<file path="config.mk">
export PLATFORM = sky130hd
export DESIGN_NAME = keypad_scanner
export DESIGN_NICKNAME = d
export VERILOG_FILES = /design/src/rtl/keypad_scanner.sv
export SDC_FILE = /design/constraint.sdc
export NUM_CORES = 1
export LEC_CHECK = 0
export ABC_AREA = 1
export BUFFER_PORTS_ARGS = -buffer_cell sky130_fd_sc_hd__buf_2
export CAP_MARGIN = 5
export CORE_ASPECT_RATIO = 1.5
export CORE_UTILIZATION = 54
export CTS_BUF_LIST = sky130_fd_sc_hd__clkbuf_4 sky130_fd_sc_hd__clkbuf_8
export DETAILED_ROUTE_END_ITERATION = 10
export GPL_ROUTABILITY_DRIVEN = 0
export GPL_TIMING_DRIVEN = 0
export PLACE_DENSITY = 0.72
export REMOVE_ABC_BUFFERS = 1
export SETUP_SLACK_MARGIN = 0.2
export SYNTH_ARGS = -nofsm -noshare
export SYNTH_HDL_FRONTEND = slang
export SYNTH_SLANG_ARGS = --single-unit
</file>
<file path="constraint.sdc">
create_clock -name clk -period 4.7 [get_ports clk]
set_input_delay 0.235 -clock clk [delete_from_list [all_inputs] [get_ports clk]]
set_output_delay 0.235 -clock clk [all_outputs]
set_load 0.01 [all_outputs]
</file>
<file path="src/rtl/keypad_scanner.sv">
// 4x4 matrix keypad scanner: one-hot row drive, column sync,
// per-frame ghost rejection and frame-based debounce.
module keypad_scanner #(
  parameter int SCAN_TICKS      = 1000,
  parameter int DEBOUNCE_FRAMES = 4
) (
  input  logic       clk,
  input  logic       rst,
  input  logic [3:0] col_in,
  output logic [3:0] row_drive,
  output logic [3:0] key_row,
  output logic [3:0] key_col,
  output logic       key_valid,
  output logic       key_press,
  output logic       key_release
);

  localparam int TW = $clog2(SCAN_TICKS);
  localparam int CW =
    (DEBOUNCE_FRAMES > 1) ? $clog2(DEBOUNCE_FRAMES) : 1;
  localparam logic [TW-1:0] TICK_LAST = TW'(SCAN_TICKS - 1);
  localparam logic [CW-1:0] CNT_LAST  = CW'(DEBOUNCE_FRAMES - 1);

  logic [3:0]    r_col_s1;
  logic [3:0]    r_col_s2;
  logic [TW-1:0] r_tick;
  logic [1:0]    r_row_idx;
  logic [3:0]    r_row_drive;
  logic [7:0]    r_hit;
  logic          r_hit_seen;
  logic          r_multi;
  logic [7:0]    r_cand;
  logic [CW-1:0] r_cnt;
  logic [3:0]    r_key_row;
  logic [3:0]    r_key_col;
  logic          r_valid;
  logic          r_press;
  logic          r_release;

  logic          w_sample;
  logic          w_frame_end;
  logic          w_col_any;
  logic          w_col_one;
  logic          w_multi;
  logic          w_seen;
  logic [7:0]    w_hit;
  logic [7:0]    w_frame_code;
  logic [7:0]    w_stable;
  logic [CW-1:0] w_cnt_nxt;
  logic          w_commit;

  assign w_sample    = (r_tick == TICK_LAST);
  assign w_frame_end = w_sample && (r_row_idx == 2'd3);
  assign w_col_any   = |r_col_s2;
  assign w_col_one   = w_col_any &&
    ((r_col_s2 & (r_col_s2 - 4'd1)) == 4'd0);

  // A second hit in the frame, or several columns at once,
  // means ghosting or a multi-key press.
  assign w_multi = r_multi
                 | (w_col_one & r_hit_seen)
                 | (w_col_any & ~w_col_one);
  assign w_seen  = r_hit_seen | w_col_one;
  assign w_hit   = w_col_one ? {r_row_drive, r_col_s2} : r_hit;

  assign w_frame_code =
    (w_seen && !w_multi) ? w_hit : 8'h00;
  assign w_stable = {r_key_row, r_key_col};

  assign w_cnt_nxt =
    (w_frame_code != r_cand) ? '0 :
    (r_cnt == CNT_LAST)      ? r_cnt :
                               r_cnt + CW'(1);
  assign w_commit = (w_cnt_nxt == CNT_LAST) &&
                    (w_frame_code != w_stable);

  always_ff @(posedge clk) begin
    if (rst) begin
      r_col_s1    <= '0;
      r_col_s2    <= '0;
      r_tick      <= '0;
      r_row_idx   <= '0;
      r_row_drive <= 4'b0001;
      r_hit       <= '0;
      r_hit_seen  <= 1'b0;
      r_multi     <= 1'b0;
      r_cand      <= '0;
      r_cnt       <= '0;
      r_key_row   <= '0;
      r_key_col   <= '0;
      r_valid     <= 1'b0;
      r_press     <= 1'b0;
      r_release   <= 1'b0;
    end else begin
      r_col_s1  <= col_in;
      r_col_s2  <= r_col_s1;
      r_press   <= 1'b0;
      r_release <= 1'b0;
      if (w_sample) begin
        r_tick      <= '0;
        r_row_idx   <= r_row_idx + 2'd1;
        r_row_drive <= {r_row_drive[2:0], r_row_drive[3]};
        if (w_frame_end) begin
          r_hit      <= '0;
          r_hit_seen <= 1'b0;
          r_multi    <= 1'b0;
          r_cand     <= w_frame_code;
          r_cnt      <= w_cnt_nxt;
          if (w_commit) begin
            r_key_row <= w_frame_code[7:4];
            r_key_col <= w_frame_code[3:0];
            r_valid   <= (w_frame_code != 8'h00);
            r_press   <= (w_frame_code != 8'h00);
            r_release <= (w_frame_code == 8'h00);
          end
        end else begin
          r_hit      <= w_hit;
          r_hit_seen <= w_seen;
          r_multi    <= w_multi;
        end
      end else begin
        r_tick <= r_tick + TW'(1);
      end
    end
  end

  assign row_drive   = r_row_drive;
  assign key_row     = r_key_row;
  assign key_col     = r_key_col;
  assign key_valid   = r_valid;
  assign key_press   = r_press;
  assign key_release = r_release;

endmodule

</file>
After elaboration in Yosys (flattened, before gate mapping)
Index checks and enable logic that the tools add are counted.
{ "classes": {"bitwise": 10, "add_sub_neg": 4, "n_reduce_logical": 13, "mux": 7, "n_eq_ne": 6} }
{ "ops": {"columns": ["op", "count"], "rows": [
  ["$mux 8", 3],
  ["$ne 8x8->1", 2],
  ["$add 10x1->10 const B", 1],
  ["$eq 10x10->1 const B", 1],
  ["$logic_not 8->1", 1],
  ["$reduce_bool 8->1", 1],
  ["$reduce_or 4->1", 2],
  ["$eq 2x2->1 const B", 3],
  ["$add 2x1->2 const B", 2],
  ["$and 4x4->4", 1],
  ["$logic_and 1x1->1", 4],
  ["$logic_not 4->1", 1],
  ["$mux 2", 2],
  ["$not 1->1", 4],
  ["$sub 4x1->4 const B", 1],
  ["$or 1x1->1", 3],
  ["$reduce_and 3->1", 1],
  ["$and 1x1->1", 2],
  ["$mux 1", 2],
  ["$reduce_and 2->1", 1],
  ["$reduce_or 2->1", 1],
  ["$logic_not 1->1", 1]
]} }
{ "totals": {"output_inout_bits": 15, "ff_bits": 55, "input_bits": 6} }

Longest topological paths before layout
Gate-level depths: netlist (run 1).
{ "logic_depth": {"word_depth": 16, "depth_mapped": 19, "mapped_depth_nobuf": 18} }

Least setup slack after synthesis (run 1)
OpenSTA, ideal clock, no wires.
{ "synth_path": {"path_kind": "reg-to-reg", "from": "register r_col_s2[1]", "to": "register r_valid (netlist: key_valid)", "setup_ns": 0.113, "t_arrival_ns": 1.944, "path_buffers": 1, "path_stages_with_launch": 16, "t_required_ns": 4.587, "path_slack_ns": 2.643, "cell_sequence": "dfxtp_1 > nor2_4 > nand2_2 > nand2_8 > nand3_4 > nor2_8 > buf_6 > nand3_1 > nand2_1 > nand2_1 > nor2_2 > nand3_2 > nor2_4 > nand3_2 > nand2_1 > nor2_1"} }
{ "synth_between": {"elab_chain_len": 15, "elab_cells_between_ends": 22, "classes_between": "1 x add/sub; 3 x eq/ne; 3 x mux; 7 x bitwise; 8 x reduce/logical"} }
{ "synth_rtl": {"columns": ["item", "line_no", "text"], "rows": [
  ["from (decl)", "25", "logic [3:0] r_col_s2;"],
  ["from (signal assigned)", "96", "r_col_s2 <= r_col_s1;"],
  ["$sub 4x1->4", "56", "((r_col_s2 & (r_col_s2 - 4'd1)) == 4'd0);"],
  ["$and 4x4->4", "56", null],
  ["$logic_not 4->1", "56", null],
  ["$logic_and 1x1->1", "55", "assign w_col_one = w_col_any &&"],
  ["$and 1x1->1 / $not 1->1 (equally long branches)", "61, 62", null],
  ["$or 1x1->1 / $and 1x1->1 (equally long branches)", "61, 62", null],
  ["$or 1x1->1", "62", "| (w_col_any & ~w_col_one);"],
  ["$logic_not 1->1", "67", "(w_seen && !w_multi) ? w_hit : 8'h00;"],
  ["$logic_and 1x1->1", "67", null],
  ["$mux 8 (*)", "67", null],
  ["$ne 8x8->1", "71", "(w_frame_code != r_cand) ? '0 :"],
  ["$mux 2", "71", null],
  ["$eq 2x2->1", "74", "assign w_commit = (w_cnt_nxt == CNT_LAST) &&"],
  ["$logic_and 1x1->1", "74", null],
  ["$reduce_and 3->1 (no source line)", null, null],
  ["to (signal assigned)", "112", "r_valid <= (w_frame_code != 8'h00);"],
  ["to (decl)", "36", "logic r_valid;"]
]} }
Mark *: on every way between the ends. The rest lies on a longest branch, timed or not.
A chain may end at the register's enable or synchronous reset.

Final worst setup path (run 1)
{ "layout_path": {"from": "register r_tick[5]", "to": "register r_cand[3]"} }
{ "layout_between": {"elab_chain_len": 3} }
{ "layout_rtl": {"columns": ["item", "line_no", "text"], "rows": [
  ["from (decl)", "26", "logic [TW-1:0] r_tick;"],
  ["from (signal assigned)", "122", "r_tick <= r_tick + TW'(1);"],
  ["$eq 10x10->1 (*)", "52", "assign w_sample = (r_tick == TICK_LAST);"],
  ["$logic_and 1x1->1", "53", "assign w_frame_end = w_sample && (r_row_idx == 2'd3);"],
  ["$reduce_and 2->1 (no source line) (*)", null, null],
  ["to (signal assigned)", "107", "r_cand <= w_frame_code;"],
  ["to (decl)", "32", "logic [7:0] r_cand;"]
]} }
Marked as above.

==> impl_metrics.ini, run 1 <==
[outcome]
status = completed

[synth]
synth.cells.most_frequent = nand2_1, dfxtp_1, inv_1
synthAdderAreaFrac = 0.00872
ys.flop_type = dfxtp_1
async_reset_ff_frac = 0
synthMuxAreaShare = 0.00349
synth_area_per_cell_um2 = 7.08
synth_compound_area_frac = 0.0750
synth_top_family_by_area = simple AND/OR/NAND/NOR gates
synth-seq-area-share = 0.384
synth_enable_flop_cells = 0
synthTopCellsByArea = dfxtp_1, nand2_1, inv_1
yosysUniqueCellTypes = 31
synthesis.area_um2 = 2870
synth_seq_cells = 55
yosys.area_share.simple = 0.433
yosysTopAreaCellShare = 0.384
synthCells = 405
synth.most_common_cell = nand2_1
ys_warn_count = 0
synth_xor_area_frac = 0.00305
synth_top_area_cell = dfxtp_1

[critical_path]
setup.worst_path.class = reg -> reg
rr_worst_depth = 8
reg2reg_slack_ns = 2.04
worstPathArrival_ns = 2.89
r2r-start = r_tick[5]
reg2reg_to = r_cand[3]
required_ns = 4.93
end_kind = flip-flop
crit_path_start_kind = flip-flop
cp_max_fo = 12

[sta]
setup_viol = 0
worstMarginPinSlew_ns = 0.602
slew_headroom = 0.598
finalMaxSlewViolations = 0
finClkSkew_ns = 0.00854
period_share = 0.566
rsz0062_at_grt = no
final_hold_viol_count = 0
fin_tns_setup_ns = 0
layout_min_cycle_time_ns = 2.66
fmax_mhz = 376

[grt]
grt_overflow = 0
grt_max_degree = 20
antenna_found_initial = 0
grt_use_total = 0.242
grt_pass1_wl_um = 10300
grt_pass1_vias = 2347

[clocking]
clock-sinks = 55
clk_pin_slew_ns = 0.10
numCtsBuffers = 5
worst_skew_pair.late_latency_ns = 0.31
cts.htree.levels = 2
cts_setup_buffers = 0
cts_tree = done
ctsHoldBuffers = 0
post_cts_resized = 0
clock_path_buffers = 2
ctsRootBufferMaster = clkbuf_8

[finish]
nets = 433
num_antenna_cells = 0
drive_above_1_share = 0.181
area_delta_synth_final_pct = 8.11

[place]
numPortBuffers = 20
place_hpwl_um = 4540

[die]
die_y_um = 91.3
ios = 21
dieWidth_um = 61.5
initial_core_util = 0.560
rows = 32
die_area_um2 = 5610
fp.coreArea_um2 = 5120

[route]
vias = 2506
drt-initial-drc-count = 127
drtPass1Iterations = 6
drc = 0
wirelength_um = 5880
wl_per_cell_um = 11.9
antenna_left = 0
vias_per_cell = 5.07

[run]
max_cap_viol_count = 0

[pwr]
p_total_mw = 0.836
powerDensity_nw_per_um2 = 270
ir_drop_mv = 0.190
p_leak_nw = 1.49

[worst_hold_path]
hold_class = in -> reg
hold_start = col_in[3]
hold_depth = 3
hold-path-endpoint = r_col_s1[3]
==> layout make-up <==
type                       instances  area (µm²)
sequential                        55        1100
clock inverter                     2        12.5
inverter                          60         225
multi-input combinational        283        1500
fill                             532        2020
clock buffer                       6        76.3
timing repair buffer              20         100
tap                               68        85.1
==> state kept, by name, indices dropped and copies added (netlist names), 2 cells and up <==
name       count
key_col        4
r_cand         8
r_tick        10
r_col_s2       4
r_col_s1       4
r_hit          8
r_cnt          2
r_row_idx      2
key_row        4
row_drive      4
==> worst max path at each step <==
stage,to,cells past startpoint,slack [ns],startpoint
2_1_floorplan,key_col[2],15,2.63,r_col_s2[1]
3_3_place_gp,r_cand[3],8,2.11,r_tick[5]
3_5_place_dp,r_cand[3],9,2.08,r_tick[0]
4_1_cts,r_cand[3],9,2.04,r_tick[0]
5_1_grt,r_cand[3],8,1.71,r_tick[5]
6_report,r_cand[3],8,2.04,r_tick[5]
==> worst max-delay path: stages, from the launching register on <==
cell and delay, ns:
dfxtp_1 0.37, inv_1 0.07, nor3_1 0.24, nand3_1 0.42, nor2_1 0.57, inv_1 0.24, nor2_1 0.15, clkinv_1 0.26
o22ai_1 0.26
==> power breakdown <==
group / total, mW / internal (mW) / switching, mW
Sequential: 0.474 / 0.471 / 0.00328
Clock: 0.265 / 0.110 / 0.155
Combinational: 0.0971 / 0.0279 / 0.0693
==> cells by family (layout without fill, tap and decap cells) <==
family                     Yosys count  count (layout)
AOI/OAI and AO/OA                   34              34
xor gates and xnor gates             1               1
adders and majority gates            2               2
buffers and inverters               67              88
DFF                                 55              55
muxes                                1               1
and+or+nand+nor                    245             245
==> metrics by stage <==
step | setup WS, ns | cells | cell area, µm² | hold slack, ns | utilization
after floorplan | 2.63 | 398 | 2830 | 0.306 | -
after global placement | 2.11 | 486 | 3010 | 0.392 | 0.588
after detailed placement | 2.08 | 486 | 3010 | 0.392 | 0.588
after CTS | 2.04 | 494 | 3100 | 0.113 | 0.605
after global routing | 1.71 | 494 | 3100 | 0.111 | 0.605
final | 2.04 | 494 | 3100 | 0.125 | 0.605
==> cell usage in the layout, fill, tap and decap left out, drive strengths merged <==
| cell type | instances |
|---|---|
| nand2 | 129 |
| nor2 | 61 |
| inv | 58 |
| dfxtp | 55 |
| nand3 | 44 |
| buf | 20 |
| o22ai | 15 |
| o21ai | 9 |
| nor3 | 7 |
| a21oi | 7 |
| clkbuf | 6 |
| clkinv | 3 |
| o21bai | 2 |
| nor3b | 2 |
| nand4 | 2 |
| ha | 2 |
| xor2 | 1 |
| mux2i | 1 |
| a211oi | 1 |
| clkinvlp | 1 |
==> routing by layer <==
layer,up-vias,wire length [µm],track usage,part of all wire
li1,1309,-,-,-
met2,38,3070,0.421,0.52
met4,0,159,0.0907,0.027
met1,1145,2520,0.285,0.43
met3,14,130,0.0370,0.022
met5,-,0,0,0
Power figures use the tool's default switching activity.
==> run 2, diff against run 1 <==
Settings changed: ABC_AREA 1 to 0.
Clock period 4.7 ns to 2.5 ns, I/O delays scaled along.
==> impl_metrics.ini, run 2 <==
[finish]
nets = 410
largest_reg_flops = 10
mostFrequentLayoutCell = dfxtp_1
final_cells = 471
design_area_um2 = 3720
reg_top3 = r_tick x10, r_cand x8, r_hit x8
num_antenna_cells = 0
final_cell_mix = dfxtp_1, nand2_1, buf_4
regMostFlops = r_tick
drive_above_1_share = 0.273
area_delta_synth_final_pct = 25.1
utilization = 0.715

[grt]
grt_pass1_vias = 2763
grt_max_degree = 54
grt_overflow = 0
antenna_found_initial = 0
grt_use_total = 0.277
grt_pass1_wl_um = 12800

[sta]
finalMaxSlewViolations = 0
slew_headroom = 0.399
rsz0062_at_grt = yes
setup_ws_ns = -0.397
fin_tns_setup_ns = -3.92
layout_min_cycle_time_ns = 2.90
finClkSkew_ns = 0.00845
period_share = 1.16
fmax_mhz = 345
whs_ns = 0.0245
final_hold_viol_count = 0
worstMarginPinSlew_ns = 0.902
setup_viol = 13

[outcome]
violations = negative setup slack
status = finished, violations left

[pwr]
internal_power_mw = 1.43
powerDensity_nw_per_um2 = 504
p_total_mw = 1.88
ir_drop_mv = 0.414
pwr-share-clk = 0.372
p_leak_nw = 1.37
sequentialPowerShare = 0.477
comb_power_share = 0.151
switching_share = 0.237
p_switching_mw = 0.444

[place]
place_hpwl_um = 4520
numPortBuffers = 20
dp_cells = 422
place_area_um2 = 3050
pre_cts_ws_ns = -1.02

[synth]
yosysUniqueCellTypes = 62
synth_top_area_cell = dfxtp_1
synth.most_common_cell = dfxtp_1
ys_warn_count = 0
synth_enable_flop_cells = 0
yosysTopAreaCellShare = 0.370
ys.flop_type = dfxtp_1
async_reset_ff_frac = 0
synth_area_per_cell_um2 = 8.38
synth-seq-area-share = 0.370
synthCells = 355
synthTopCellsByArea = dfxtp_1, nand2_1, nor2_1
synthesis.area_um2 = 2980
synth.cells.most_frequent = dfxtp_1, nand2_1, nor2_1
synth_seq_cells = 55

[clocking]
clk_pin_slew_ns = 0.10
numCtsBuffers = 5
clock-sinks = 55
worst_skew_pair.late_latency_ns = 0.31
cts.htree.levels = 2
ctsRootBufferMaster = clkbuf_8
cts_tree = done
ctsHoldBuffers = 0
clock_path_buffers = 2

[route]
drtPass1Iterations = 4
wl_per_cell_um = 16.2
vias_per_cell = 5.93
wirelength_um = 7620
vias = 2794
antenna_left = 0
drc = 0
drt-initial-drc-count = 189

[worst_hold_path]
hold_start = col_in[2]
hold_class = in -> reg
hold-path-endpoint = r_col_s1[2]
hold_depth = 2

[critical_path]
r2r-start = r_col_s2[2]
slowest_stage = a2111o_1
cp_max_fo = 6
setup.worst_path.class = reg -> reg
reg2reg_to = key_col[2]
cpPeakStageDelay_ns = 0.42
end_kind = flip-flop
crit_buf_inv = 1
reg2reg_slack_ns = -0.40
crit_path_start = r_col_s2[2]
required_ns = 2.71
cp_top_family = compound AO/OA/AOI/OAI gates
crit_path_start_kind = flip-flop
crit_chain = buf_6, o21a_1, a2111o_1, a31o_4, a22o_1, a211o_1, a41oi_2, and4_4, mux2_4
rr_worst_depth = 9
worstPathArrival_ns = 3.10

[die]
die_area_um2 = 5820
dieWidth_um = 62.6
rows = 32
die_y_um = 92.9
initial_core_util = 0.572
ios = 21
fp.coreArea_um2 = 5200

[run]
max_cap_viol_count = 0
run 2: cell types whose count changed in the layout (fill, tap and decap cells not counted), moves of 9 or more:
cell and change:
inv_1 -44, buf_4 +33, nand3_1 -30, o22ai_1 -14
nor2b_1 +13, nor4_1 +9, nand2_2 -11, nand2_4 -9
nor2_1 -20, a21oi_1 +17, nand2b_1 +13, nand2_1 -70
run 2: cell families (layout without fill, tap and decap cells):
logic type | count (synthesis) | count (layout) | synth area share
buffers and inverters | 31 | 79 | 0.0492
xor gates and xnor gates | 8 | 8 | 0.0236
muxes | 14 | 14 | 0.0500
DFF | 55 | 55 | 0.370
and+or+nand+nor | 164 | 164 | 0.304
AOI/OAI and AO/OA | 80 | 80 | 0.191
adders and majority gates | 3 | 3 | 0.0122
run 2: layout make-up:
| class | instances | area (µm²) |
|---|---|---|
| Multi-Input combinational cell | 269 | 1880 |
| Clock inverter | 2 | 60.1 |
| Sequential cell | 55 | 1110 |
| Inverter | 10 | 37.5 |
| Timing Repair Buffer | 61 | 473 |
| Fill cell | 412 | 1480 |
| Clock buffer | 6 | 76.3 |
| Tap cell | 68 | 85.1 |
run 2: power groups by stage:
| stage | combinational (mW) | clock, mW | sequential, mW |
|---|---|---|---|
| floorplan | 0.124 | 0 | 0.917 |
| global placement | 0.168 | 0 | 0.920 |
| detailed placement | 0.170 | 0 | 0.920 |
| CTS | 0.271 | 0.707 | 0.894 |
| global route | 0.305 | 0.738 | 0.897 |
| finish | 0.283 | 0.698 | 0.895 |
run 2: metal layers:
metal	wire (µm)	part of all wire	up-vias	global-route usage
met1	3010	0.40	1315	0.290
li1	-	-	1379	-
met3	313	0.041	21	0.0431
met2	4070	0.53	79	0.525
met4	219	0.029	0	0.136
met5	0	0	-	0
run 2: timing repair:
action / 4_1_cts / 5_1_grt
endpoints found under the setup margin: 23 / 28
pin swaps: 20 / 8
setup buffers: 38 / 3
resized for setup: 39 / 7
endpoints found under the hold margin: 0 / 0
run 2: worst max-delay path by stage:
| stage | endpoint | cells after the start | slack [ns] |
|---|---|---|---|
| final | key_col[2] | 9 | -0.40 |
| after global placement | key_col[2] | 8 | -0.98 |
| after detailed placement | key_col[2] | 8 | -1.02 |
| after global routing | key_col[3] | 11 | -0.50 |
| after floorplan | key_col[2] | 8 | -0.53 |
| after CTS | key_col[2] | 10 | -0.34 |
run 2: worst reg2reg max path, stage by stage, from the launching register on:
cell and delay [ns]:
dfxtp_4 0.39, buf_6 0.13, o21a_1 0.19, a2111o_1 0.42, a31o_4 0.29, a22o_1 0.21
a211o_1 0.31, a41oi_2 0.24, and4_4 0.31, mux2_4 0.30
